[config.mk]
export PLATFORM = sky130hd
export DESIGN_NAME = uart_boot_ctrl
export DESIGN_NICKNAME = d
export VERILOG_FILES = /design/src/rtl/uart_boot_ctrl.sv
export SDC_FILE = /design/constraint.sdc
export NUM_CORES = 1
export LEC_CHECK = 0
export ABC_AREA = 1
export CAP_MARGIN = 20
export CORE_MARGIN = 8
export CORE_UTILIZATION = 50
export DETAILED_ROUTE_END_ITERATION = 10
export GPL_TIMING_DRIVEN = 0
export PLACE_DENSITY = 0.71
export SYNTH_ARGS = -nofsm -noshare
export SYNTH_HDL_FRONTEND = slang
export SYNTH_SLANG_ARGS = --single-unit
[constraint.sdc]
create_clock -name clk -period 2.85 [get_ports clk]
set_clock_uncertainty 0.2 [all_clocks]
set_input_delay 0.285 -clock clk [delete_from_list [all_inputs] [get_ports clk]]
set_output_delay 0.285 -clock clk [all_outputs]
set_load 0.005 [all_outputs]
[src/rtl/uart_boot_ctrl.sv]
// Boot-load sequencer: parses A5/length/payload/checksum frames from uart_rx,
// writes little-endian words to consecutive memory addresses and holds the CPU until a frame checks out.
module uart_boot_ctrl #(
   parameter int unsigned       ADDR_W    = 32,
   parameter logic [ADDR_W-1:0] BASE_ADDR = '0,
   parameter int unsigned       MAX_WORDS = 1024,
   parameter int unsigned       TIMEOUT   = 1_000_000
) (
   input  logic              clk,
   input  logic              rst_n,
   input  logic              rx_end,
   input  logic [7:0]        rx_data,
   output logic              mem_we,
   output logic [ADDR_W-1:0] mem_addr,
   output logic [31:0]       mem_wdata,
   output logic              cpu_hold,
   output logic              boot_done,
   output logic              boot_err
);
   // state | meaning
   // IDLE  | no frame seen since reset, waiting for 0xA5
   // LEN0  | expecting word-count low byte
   // LEN1  | expecting word-count high byte
   // DATA  | collecting payload bytes, one write per 4 bytes
   // CSUM  | expecting checksum byte
   // DONE  | frame loaded and verified, CPU released
   // ERR   | frame aborted, CPU held
   localparam int unsigned WIDX_W = $clog2(MAX_WORDS + 1);
   localparam int unsigned TMR_W  = $clog2(TIMEOUT + 1);

   typedef enum logic [2:0] {IDLE, LEN0, LEN1, DATA, CSUM, DONE, ERR} state_t;
   state_t state, state_next;

   logic [7:0]        len_lo;
   logic [15:0]       len;
   logic [15:0]       len_rx;
   logic [7:0]        csum;
   logic [1:0]        byte_idx;
   logic [WIDX_W-1:0] word_idx;
   logic [23:0]       word_buf;
   logic [TMR_W-1:0]  tmr;
   logic              in_frame;
   logic              timeout_hit;
   logic              word_last;

   always_ff @(posedge clk or negedge rst_n) begin
      if (!rst_n) state <= IDLE;
      else        state <= state_next;
   end

   always_comb begin
      state_next  = state;
      len_rx      = {rx_data, len_lo};
      in_frame    = (state == LEN0) || (state == LEN1) || (state == DATA) || (state == CSUM);
      // a byte arriving on the terminal cycle keeps the frame alive
      timeout_hit = in_frame && !rx_end && (tmr == TMR_W'(TIMEOUT - 1));
      word_last   = (32'(word_idx) + 32'd1) == 32'(len);
      case (state)
         IDLE, DONE, ERR: if (rx_end && rx_data == 8'hA5) state_next = LEN0;
         LEN0: if (rx_end) state_next = LEN1;
         LEN1: begin
            if (rx_end) begin
               if (32'(len_rx) > MAX_WORDS) state_next = ERR;
               else if (len_rx == 16'd0)    state_next = CSUM;
               else                         state_next = DATA;
            end
         end
         DATA: if (rx_end && byte_idx == 2'd3 && word_last) state_next = CSUM;
         CSUM: if (rx_end) state_next = (rx_data == csum) ? DONE : ERR;
         default: state_next = IDLE;
      endcase
      if (timeout_hit) state_next = ERR;
   end

   always_ff @(posedge clk or negedge rst_n) begin
      if (!rst_n) begin
         mem_we    <= 1'b0;
         mem_addr  <= BASE_ADDR;
         mem_wdata <= 32'd0;
         cpu_hold  <= 1'b1;
         boot_done <= 1'b0;
         boot_err  <= 1'b0;
         len_lo    <= 8'd0;
         len       <= 16'd0;
         csum      <= 8'd0;
         byte_idx  <= 2'd0;
         word_idx  <= '0;
         word_buf  <= 24'd0;
         tmr       <= '0;
      end else begin
         mem_we <= 1'b0;
         if (rx_end || !in_frame || timeout_hit) tmr <= '0;
         else                                    tmr <= tmr + TMR_W'(1);

         if (state_next == LEN0 && state != LEN0) begin
            boot_done <= 1'b0;
            boot_err  <= 1'b0;
            cpu_hold  <= 1'b1;
            csum      <= 8'd0;
            byte_idx  <= 2'd0;
            word_idx  <= '0;
         end

         if (rx_end) begin
            if (state == LEN0) len_lo <= rx_data;
            if (state == LEN1) len    <= len_rx;
            if (state == DATA) begin
               csum     <= csum + rx_data;
               byte_idx <= byte_idx + 2'd1;
               case (byte_idx)
                  2'd0: word_buf[7:0]   <= rx_data;
                  2'd1: word_buf[15:8]  <= rx_data;
                  2'd2: word_buf[23:16] <= rx_data;
                  default: begin
                     mem_we    <= 1'b1;
                     mem_addr  <= BASE_ADDR + (ADDR_W'(word_idx) << 2);
                     mem_wdata <= {rx_data, word_buf};
                     word_idx  <= word_idx + WIDX_W'(1);
                  end
               endcase
            end
         end

         if (state_next == DONE && state != DONE) begin
            boot_done <= 1'b1;
            cpu_hold  <= 1'b0;
         end
         if (state_next == ERR && state != ERR) boot_err <= 1'b1;
      end
   end

endmodule

==> impl_metrics.ini <==
[timing]
hold_violations = 0
finalSetupViolations = 0
finalCritPeriodShare_pct = 95.3
fmax_mhz = 368
drv_slew = 0
fin_crit_ns = 2.71
timing.hold.ws_ns = 0.177
rsz0062_at_grt = true
setup_slack_ns = 0.135
worst_pin_slew_ns = 0.661
relSlewSlack_pct = 56.0

[clock_tree]
cts_root_buf = clkbuf_16
numCtsBuffers = 17
worstSkewPairLatency_ns = 0.43
cts.path.max_buffers = 2
clk_pin_slew_worst_paths_ns = 0.06
cts_tree = built
cts.sinks = 139
h-tree-depth = 4

[worst_setup_path]
rr_endpoint = word_idx[3]$_DFF_PN0_
worstSetupStartpoint = word_idx[1]$_DFF_PN0_
critPathMaxFanout = 6
crit_type = flip-flop to flip-flop
r2r-start = word_idx[1]$_DFF_PN0_
crit_path_end_kind = flip-flop
cp.required_ns = 2.97
worstRegToRegCells = 17
cp-start-kind = flip-flop
rrSetupSlack_ns = 0.14
critical_path_arrival_ns = 2.83
cp-endpoint = word_idx[3]$_DFF_PN0_

[global_routing]
antenna_found_initial = 0
grt_pass1_wl_um = 27600
grt_pass1_vias = 5776
grt_start_max_net_pins = 72
grt_overflow = 0
grt_usage_pct = 19.3

[cells_and_area]
drive_above_1_share_pct = 11.2
area_delta_synth_final_pct = 25.3
regArea_sq_mm = 0.00348
multi_input_area_sq_mm = 0.00291
fin_nets = 1003
final_util_pct = 63.0
stdcell_count = 1170
fill_cells = 1203
n_antenna_cell = 0

[synthesis]
netlist-cell-type-count = 37
synth_edf_count = 0
synth_common_cells = 284 x nand2_1, 138 x dfrtp_1, 97 x inv_1, 88 x o21ai_0, 74 x nor2_1
synth_area_sq_mm = 0.00687
yosysWarningCount = 0
synth_area_per_cell_sq_um = 7.88
synth_top_cell_area_share_pct = 50.2
synth_area_leaders = dfrtp_1 50%, nand2_1 16%, o21ai_0 6.4%
synth_largest_area_cell = dfrtp_1
yosysSeqAreaShare_pct = 50.6
synthCells = 872
synth_most_common_cell = nand2_1
dominantRegCellSynth = dfrtp_1
synthArstFlopShare_pct = 100
synth_seq_cells = 139

[floorplan]
die_y_um = 133
die_w_um = 133
placementRows = 43
io-pin-count = 79
initial_utilization_pct = 50.3
dieArea_sq_mm = 0.0178
core_area_sq_mm = 0.0137

[power]
peakVddDrop_mv = 0.489
p_leak_nw = 4.25
power_density_mw_per_mm2 = 793

[routing]
drc = 0
wl_um = 16500
firstDrtPassIters = 5
vias_per_cell = 5.02
wl_per_cell_um = 14.1
ant_nets = 0
vias = 5875
drtIter0Drc = 561

[placement]
place.port_buffers = 56
pre_cts_slack_ns = -0.457
dp.cells = 1129
place_congestion = 0.879
place_hpwl_um = 11100

[worst_hold_path]
hold_path.class = input port to flip-flop

[run_status]
status = finished, final reports clean

[job]
cap_violations = 0
-- flip-flops by register name, indices dropped and copies added (netlist names), 3 cells and up --
register / count
state: 3
mem_wdata: 32
word_buf: 24
tmr: 20
mem_addr: 11
csum: 8
word_idx: 11
len: 16
len_lo: 8
-- layout by cell type, fill, tap and decap left out, types with 5 or more instances in the layout --
master,Yosys,final
nand2_1,284,276
dfrtp_1,138,134
inv_1,97,95
o21ai_0,88,88
nor2_1,74,72
clkdlybuf4s50_1,0,55
nand3_1,57,54
buf_4,24,30
conb_1,1,21
a21oi_1,18,18
clkbuf_16,0,18
clkbuf_1,13,15
ha_1,14,12
nor3_1,12,11
nand2_2,4,10
nand3_2,7,10
nand4_1,7,7
bufinv_16,0,5
-- per-layer routing --
layer / vias up / GRT usage [%] / share of wire (%)
met1: 2737 / 24.2 / 45
met5: - / 0 / 0
li1: 2934 / - / -
met4: 0 / 7.42 / 1.5
met3: 27 / 5.42 / 5.6
met2: 177 / 30.8 / 48
-- layout make-up --
type / count / share of cell area [%]
tap: 180 / 2.62
timing repair buffer: 66 / 8.01
clock buffer: 21 / 5.35
inverter: 99 / 4.32
buffer: 43 / 3.26
clock inverter: 11 / 2.22
sequential: 139 / 40.5
multi-input combinational: 611 / 33.8
-- worst max-delay path, cell delays in order (launching register included) --
cell,delay (ns)
dfrtp_2,0.45
ha_4,0.20
nand2_4,0.10
nor2_4,0.06
buf_4,0.13
nand3_1,0.09
nand2_2,0.08
nand2_1,0.08
nand2_1,0.05
nor2_1,0.09
nand2_1,0.08
o21ai_2,0.19
nand4_1,0.13
or2_1,0.26
buf_6,0.15
clkbuf_16,0.16
nand3_2,0.06
nand2_1,0.04
-- repair_timing --
action | CTS | global route
gates resized for setup | 4 | 26
buffers inserted | 0 | 7
hold buffers | 1 | 0
setup endpoints to repair | 30 | 39
cloned | 0 | 1
hold endpoints to repair | 67 | 0
pin swaps | 0 | 14
-- worst min-delay path by stage --
stage	cells past startpoint	startpoint	endpoint	slack, ns
5_1_grt	4	rx_end	len[15]$_DFFE_PN0P_	0.19
2_1_floorplan	0	rst_n	boot_done$_DFFE_PN0P_	-0.21
3_5_place_dp	1	rst_n	mem_wdata[21]$_DFFE_PN0P_	0.14
3_3_place_gp	1	tmr[17]$_DFF_PN0_	tmr[17]$_DFF_PN0_	0.25
4_1_cts	4	rx_end	len[0]$_DFFE_PN0P_	0.15
6_report	4	rx_end	len[0]$_DFFE_PN0P_	0.18
-- per-stage QoR --
stage                     power (W)  setup TNS (ns)  instance area, sq um
after floorplan             0.00371               0                  6950
after global placement      0.00419         -588.98                  7730
after detailed placement    0.00424           -7.57                  7760
after CTS                   0.00671               0                  8440
after global routing        0.00725          -0.605                  8610
final                       0.00683               0                  8610
-- report_power, final --
| part | switching (W) | leakage (nW) | internal, W | total, W |
|---|---|---|---|---|
| logic | 0.000975 | 2.06 | 0.000738 | 0.00171 |
| clock network | 0.000826 | 0.309 | 0.00160 | 0.00242 |
| registers | 0.000291 | 1.87 | 0.00240 | 0.00269 |
| total | 0.00209 | 4.25 | 0.00473 | 0.00683 |
-- logic make-up after synthesis --
logic type	share of synthesized area, %
AND/OR/NAND/NOR	27.9
AO/OA/AOI/OAI	8.34
buffers and inverters	9.45
other	0.0546
flip-flops	50.6
XOR/XNOR	0.765
adder cells (fa/ha/maj)	2.84
(Power assumes the default switching activity.)
